<file path="src/rtl/wifi_tx_conv_encoder_pkg.sv">
// Shared WIFI TX encoder definitions: FSM state encoding, default generator
// polynomials and tail length, plus the parity helper used by the encoder core.
package wifi_tx_conv_encoder_pkg;

  typedef enum logic [2:0] {
    ST_IDLE   = 3'd0,
    ST_EMIT_A = 3'd1,
    ST_EMIT_B = 3'd2,
    ST_TAIL_A = 3'd3,
    ST_TAIL_B = 3'd4
  } state_e;

  localparam logic [6:0]  G0_DEFAULT        = 7'o133;
  localparam logic [6:0]  G1_DEFAULT        = 7'o171;
  localparam int unsigned TAIL_BITS_DEFAULT = 6;

  // Generator bit 6 taps the current input, bit (5-k) taps history s[k].
  function automatic logic conv_parity(input logic d, input logic [5:0] s,
                                       input logic [6:0] g);
    logic p;
    p = d & g[6];
    for (int k = 0; k < 6; k++) begin
      p = p ^ (s[k] & g[5-k]);
    end
    return p;
  endfunction

endpackage

</file>
<file path="src/rtl/wifi_tx_conv_core.sv">
// Pure combinational K=7 rate-1/2 encoder step: (d, history) -> (A, B).
module wifi_tx_conv_core
  import wifi_tx_conv_encoder_pkg::*;
#(
  parameter logic [6:0] G0 = G0_DEFAULT,
  parameter logic [6:0] G1 = G1_DEFAULT
) (
  input  logic       d,
  input  logic [5:0] s,
  output logic       a,
  output logic       b
);

  assign a = conv_parity(d, s, G0);
  assign b = conv_parity(d, s, G1);

endmodule

</file>
<file path="src/rtl/wifi_tx_conv_encoder.sv">
// Serial convolutional encoder: emits A,B per accepted bit as one gap-free
// valid_out burst, followed by zero tail bits that terminate the trellis.
module wifi_tx_conv_encoder
  import wifi_tx_conv_encoder_pkg::*;
#(
  parameter int unsigned TAIL_BITS = TAIL_BITS_DEFAULT,
  parameter logic [6:0]  G0        = G0_DEFAULT,
  parameter logic [6:0]  G1        = G1_DEFAULT
) (
  input  logic clk,
  input  logic reset,
  input  logic enable,
  input  logic valid_in,
  input  logic data_in,
  output logic ready,
  output logic valid_out,
  output logic data_out,
  output logic finished
);

  localparam logic [5:0] TAIL_LAST = 6'(TAIL_BITS);
  localparam bit         HAS_TAIL  = (TAIL_BITS != 0);

  state_e     state_q;
  logic [5:0] shift_q;
  logic [5:0] shift_d;
  logic [5:0] tail_cnt_q;
  logic       held_b_q;
  logic       valid_q;
  logic       data_q;
  logic       finished_q;

  logic       enc_bit;
  logic [5:0] enc_hist;
  logic       enc_a;
  logic       enc_b;

  // A new frame always encodes from zero history; tail steps encode zeros.
  always_comb begin
    enc_bit  = data_in;
    enc_hist = shift_q;
    case (state_q)
      ST_IDLE:   enc_hist = '0;
      ST_EMIT_B: if (!valid_in) enc_bit = 1'b0;
      ST_TAIL_B: enc_bit = 1'b0;
      default:   ;
    endcase
    shift_d = {enc_hist[4:0], enc_bit};
  end

  wifi_tx_conv_core #(
    .G0 (G0),
    .G1 (G1)
  ) u_core (
    .d (enc_bit),
    .s (enc_hist),
    .a (enc_a),
    .b (enc_b)
  );

  always_ff @(posedge clk or negedge reset) begin
    if (!reset) begin
      state_q    <= ST_IDLE;
      shift_q    <= '0;
      tail_cnt_q <= '0;
      held_b_q   <= 1'b0;
      valid_q    <= 1'b0;
      data_q     <= 1'b0;
      finished_q <= 1'b1;
    end else begin
      case (state_q)
        ST_IDLE: begin
          if (valid_in && enable) begin
            shift_q    <= shift_d;
            data_q     <= enc_a;
            held_b_q   <= enc_b;
            valid_q    <= 1'b1;
            finished_q <= 1'b0;
            state_q    <= ST_EMIT_A;
          end
        end
        ST_EMIT_A: begin
          data_q  <= held_b_q;
          state_q <= ST_EMIT_B;
        end
        ST_EMIT_B: begin
          if (valid_in) begin
            shift_q  <= shift_d;
            data_q   <= enc_a;
            held_b_q <= enc_b;
            state_q  <= ST_EMIT_A;
          end else if (HAS_TAIL) begin
            shift_q    <= shift_d;
            data_q     <= enc_a;
            held_b_q   <= enc_b;
            tail_cnt_q <= 6'd1;
            state_q    <= ST_TAIL_A;
          end else begin
            valid_q    <= 1'b0;
            data_q     <= 1'b0;
            finished_q <= 1'b1;
            shift_q    <= '0;
            state_q    <= ST_IDLE;
          end
        end
        ST_TAIL_A: begin
          data_q  <= held_b_q;
          state_q <= ST_TAIL_B;
        end
        ST_TAIL_B: begin
          if (tail_cnt_q < TAIL_LAST) begin
            shift_q    <= shift_d;
            data_q     <= enc_a;
            held_b_q   <= enc_b;
            tail_cnt_q <= tail_cnt_q + 6'd1;
            state_q    <= ST_TAIL_A;
          end else begin
            valid_q    <= 1'b0;
            data_q     <= 1'b0;
            finished_q <= 1'b1;
            shift_q    <= '0;
            tail_cnt_q <= '0;
            state_q    <= ST_IDLE;
          end
        end
        default: state_q <= ST_IDLE;
      endcase
    end
  end

  assign ready     = (state_q == ST_IDLE) || (state_q == ST_EMIT_B);
  assign valid_out = valid_q;
  assign data_out  = data_q;
  assign finished  = finished_q;

endmodule

</file>
<file path="config.mk">
export PLATFORM = sky130hd
export DESIGN_NAME = wifi_tx_conv_encoder
export DESIGN_NICKNAME = d
export VERILOG_FILES = /design/src/rtl/wifi_tx_conv_encoder_pkg.sv /design/src/rtl/wifi_tx_conv_core.sv /design/src/rtl/wifi_tx_conv_encoder.sv
export SDC_FILE = /design/constraint.sdc
export NUM_CORES = 1
export LEC_CHECK = 0
export ABC_AREA = 0
export BUFFER_PORTS_ARGS = -buffer_cell sky130_fd_sc_hd__buf_2
export CAP_MARGIN = 5
export CORE_ASPECT_RATIO = 0.75
export CORE_MARGIN = 8
export CORE_UTILIZATION = 25
export DETAILED_ROUTE_END_ITERATION = 7
export GPL_ROUTABILITY_DRIVEN = 0
export PLACE_DENSITY_LB_ADDON = 0.2
export RECOVER_POWER = 100
export SLEW_MARGIN = 20
export SYNTH_ARGS = -nofsm -noshare
export SYNTH_HDL_FRONTEND = slang
export SYNTH_SLANG_ARGS = --single-unit
</file>
<file path="constraint.sdc">
create_clock -name clk -period 4.3 [get_ports clk]
set_input_delay 0.43 -clock clk [delete_from_list [all_inputs] [get_ports clk]]
set_output_delay 0.43 -clock clk [all_outputs]
set_load 0.02 [all_outputs]
</file>
==> metrics <==
Vert. Die Dim=slightly below 70 um; area post-placement=1030 sq um; final hold slack=0.326 ns; Netlist Area Pre-Place=943 sq um; CP required=~4.4 ns; fin cells=between 100 and 150; Setup TNS Final=0 ns; total grt overflow=0; VDD IR-drop max=slightly below 300 uV; DRC violations left=0; Synth cell types=35; final net count=100; synth top area cells=dfrtp_1 48%, a22o_1 5.6%, xnor3_1 4.8%; row count=19; Crit. End Element=flop; worst min-delay path category=input port to asynchronous set/reset pin; CTS buffer count=3; Post-Syn Nets=90; status=finished with violations; crit path max fanout=6; crit share post-route=about 63%; CTS tree=done; vias in the first global route=slightly below 700; clk sinks=19; CP peak stage delay=approximately 1.4 ns; Post-CTS Hold Buffers=0; Reg area=between 400 and 500 sq um; setup ws final=roughly 1.6 ns; via count=roughly 670; post-route ant nets=0; Max stage delay cell, worst path=a2111oi_0; RSZ-0062 raised after global routing=false; first-pass GRT wire length=roughly 3.3 mm; final count of negative-setup-slack endpoints=0; via/cell ratio=4.64; largest net degree at the start of global routing=20; area of the multi-input gates=roughly 440 sq um; Clock Skew=between 0.003 and 0.004 ns; Arr. time, crit path=about 2.9 ns; die width=86.9 um; Initial Util=between 20% and 30%; H-Tree Depth=1; dominant cell type by area after synthesis=dfrtp_1; max_cap viols=1; initial antenna violation count=0; final hold violation count=0; share of layout cells above drive strength 1=about 13%; post-CTS setup buffer count=0; Slew Viols, Final=7; type of the worst setup path=flop to flop; core region area=about 3600 sq um; slew of the pin with the lowest slew margin=1.62 ns; Fmax=369 MHz; sequential fraction of the synthesis area=about half; filler instances=386; Final min period=2.71 ns; P&R area growth vs syn=12.9%; post-cts resize count=0; Post-Place Setup Slack=2.22 ns; crit-path cells=a2111oi_0 > a2bb2oi_1 > nor2_1 > mux2_2; Synth Instances=84; DR WL/cell=approximately 13 um; P_leak=a little under 0.0005 uW; Rel. slew slack=-10.7%; Finished Cell Area=roughly 1100 sq um; initial DRC count=34; GRT Total Usage=7.02%; failing checks=max-capacitance violations, max-slew violations; Mean Syn Cell Area=11.2 sq um; DR pass1 iterations=4; Synth async-reset ratio=100%; Clock transition at path regs=roughly 0.07 ns; Clock Tree Buf Depth=2; IO Count=9; Yosys warning count=0; CP Launch Type=flop; Die ar.=~6000 sq um; Synth top area share=47.7%; Port Buf Inserts=8; EDFF count, synth=0; pwr dens=around 700 nW/um^2; FF+latch count, synth=19; ys flop type=dfrtp_1; final wirelength=approximately 1.9 mm; Clock Root Buffer=clkbuf_8; Clock Latency Late Sink=~0.26 ns; Antenna diodes=0; HPWL after DPL=1.38 mm; Inst Count DP=approximately 140
[worst paths after layout]
check | start | end | slack [ns] | depth (start not counted)
setup reg to reg | tail_cnt_q[1]$_DFFE_PN0P_ | held_b_q$_DFFE_PN0P_ | 1.59 | 4
hold reg to reg | finished$_DFFE_PN1P_ | finished$_DFFE_PN1P_ | 0.49 | 2
setup / recovery | tail_cnt_q[1]$_DFFE_PN0P_ | held_b_q$_DFFE_PN0P_ | 1.59 | 4
max in group asynchronous | reset | shift_q[5]$_DFFE_PN0P_ | 3.35 | 1
min in group clk | data_in | shift_q[0]$_DFFE_PN0P_ | 0.44 | 2
hold / removal | reset | tail_cnt_q[2]$_DFFE_PN0P_ | 0.33 | 1
[stage by stage]
step	utilization [%]	power (uW)
2_1_floorplan	-	570
3_3_place_gp	28.4	639
3_5_place_dp	28.4	645
4_1_cts	29.7	772
5_1_grt	29.3	817
6_report	29.3	756
[layout by cell type (no fill, tap or decap), types with 2 or more instances in the layout]
cell type	synthesis	final
a21oi_1	4	4
a22o_1	6	6
and3_1	3	3
and3b_1	2	2
buf_2	1	3
clkbuf_1	1	5
clkbuf_8	0	3
dfrtp_1	18	18
inv_1	2	2
mux2_2	2	2
nand2_1	3	3
nor2_1	9	9
o21ai_0	6	6
o21bai_1	2	2
xnor2_1	3	3
xnor3_1	2	2
[area by class of cell]
cell class	instances	share of cell area [%]
well taps	52	6.11
clock buffers	3	3.88
multi-input cells	60	40.9
flip-flops and latches	19	44.8
clock inverters	1	0.470
inverters	2	0.705
repair buffers	8	3.17
[flip-flops by register name, summed over array words and instances, names as in the netlist]
| signal | count |
|---|---|
| data_out | 1 |
| finished | 1 |
| held_b_q | 1 |
| shift_q | 6 |
| state_q | 3 |
| tail_cnt_q | 6 |
| valid_out | 1 |
[power breakdown]
part	internal (uW)	leakage, uW	switching, uW
sequential	241	0.000241	70.1
combinational	166	0.000225	155
clock	64.5	0.0000255	59.7
[routing by layer]
layer,global-route usage (%),share of wire [%],vias to the layer above
li1,-,-,321
met1,9.51,52,335
met2,9.04,40,12
met3,3.43,6.4,5
met4,2.86,1.8,0
met5,0,0,-
[Yosys cell counts (all sizes together), types with 2 or more instances]
cell and number:
o21ai 6, xnor2 3, xnor3 2, a22o 6
and3 3, nand3 2, nor2 9, mux2 2
inv 2, clkbuf 2, and3b 2, dfrtp 18
a21oi 4, o21bai 2, nand2 3
[cell families (layout without fill, tap and decap cells)]
group,Yosys count,in the layout,share of synthesized area (%)
simple gates,28,28,17.4
compound gates,24,24,18.6
flops,19,19,50.5
xor+xnor,5,5,7.56
buf+inv,5,14,2.25
mux,2,2,2.39
fa+ha+maj,1,1,1.33
[critical path, delay by kind of cell, from the launching register on]
family,cells,cell delay [ns]
multiplexers,1,0.37
AND/OR/NAND/NOR,1,0.30
AO/OA/AOI/OAI,2,1.52
flip-flops,1,0.39
No activity file was read; power rests on OpenSTA's default activity.
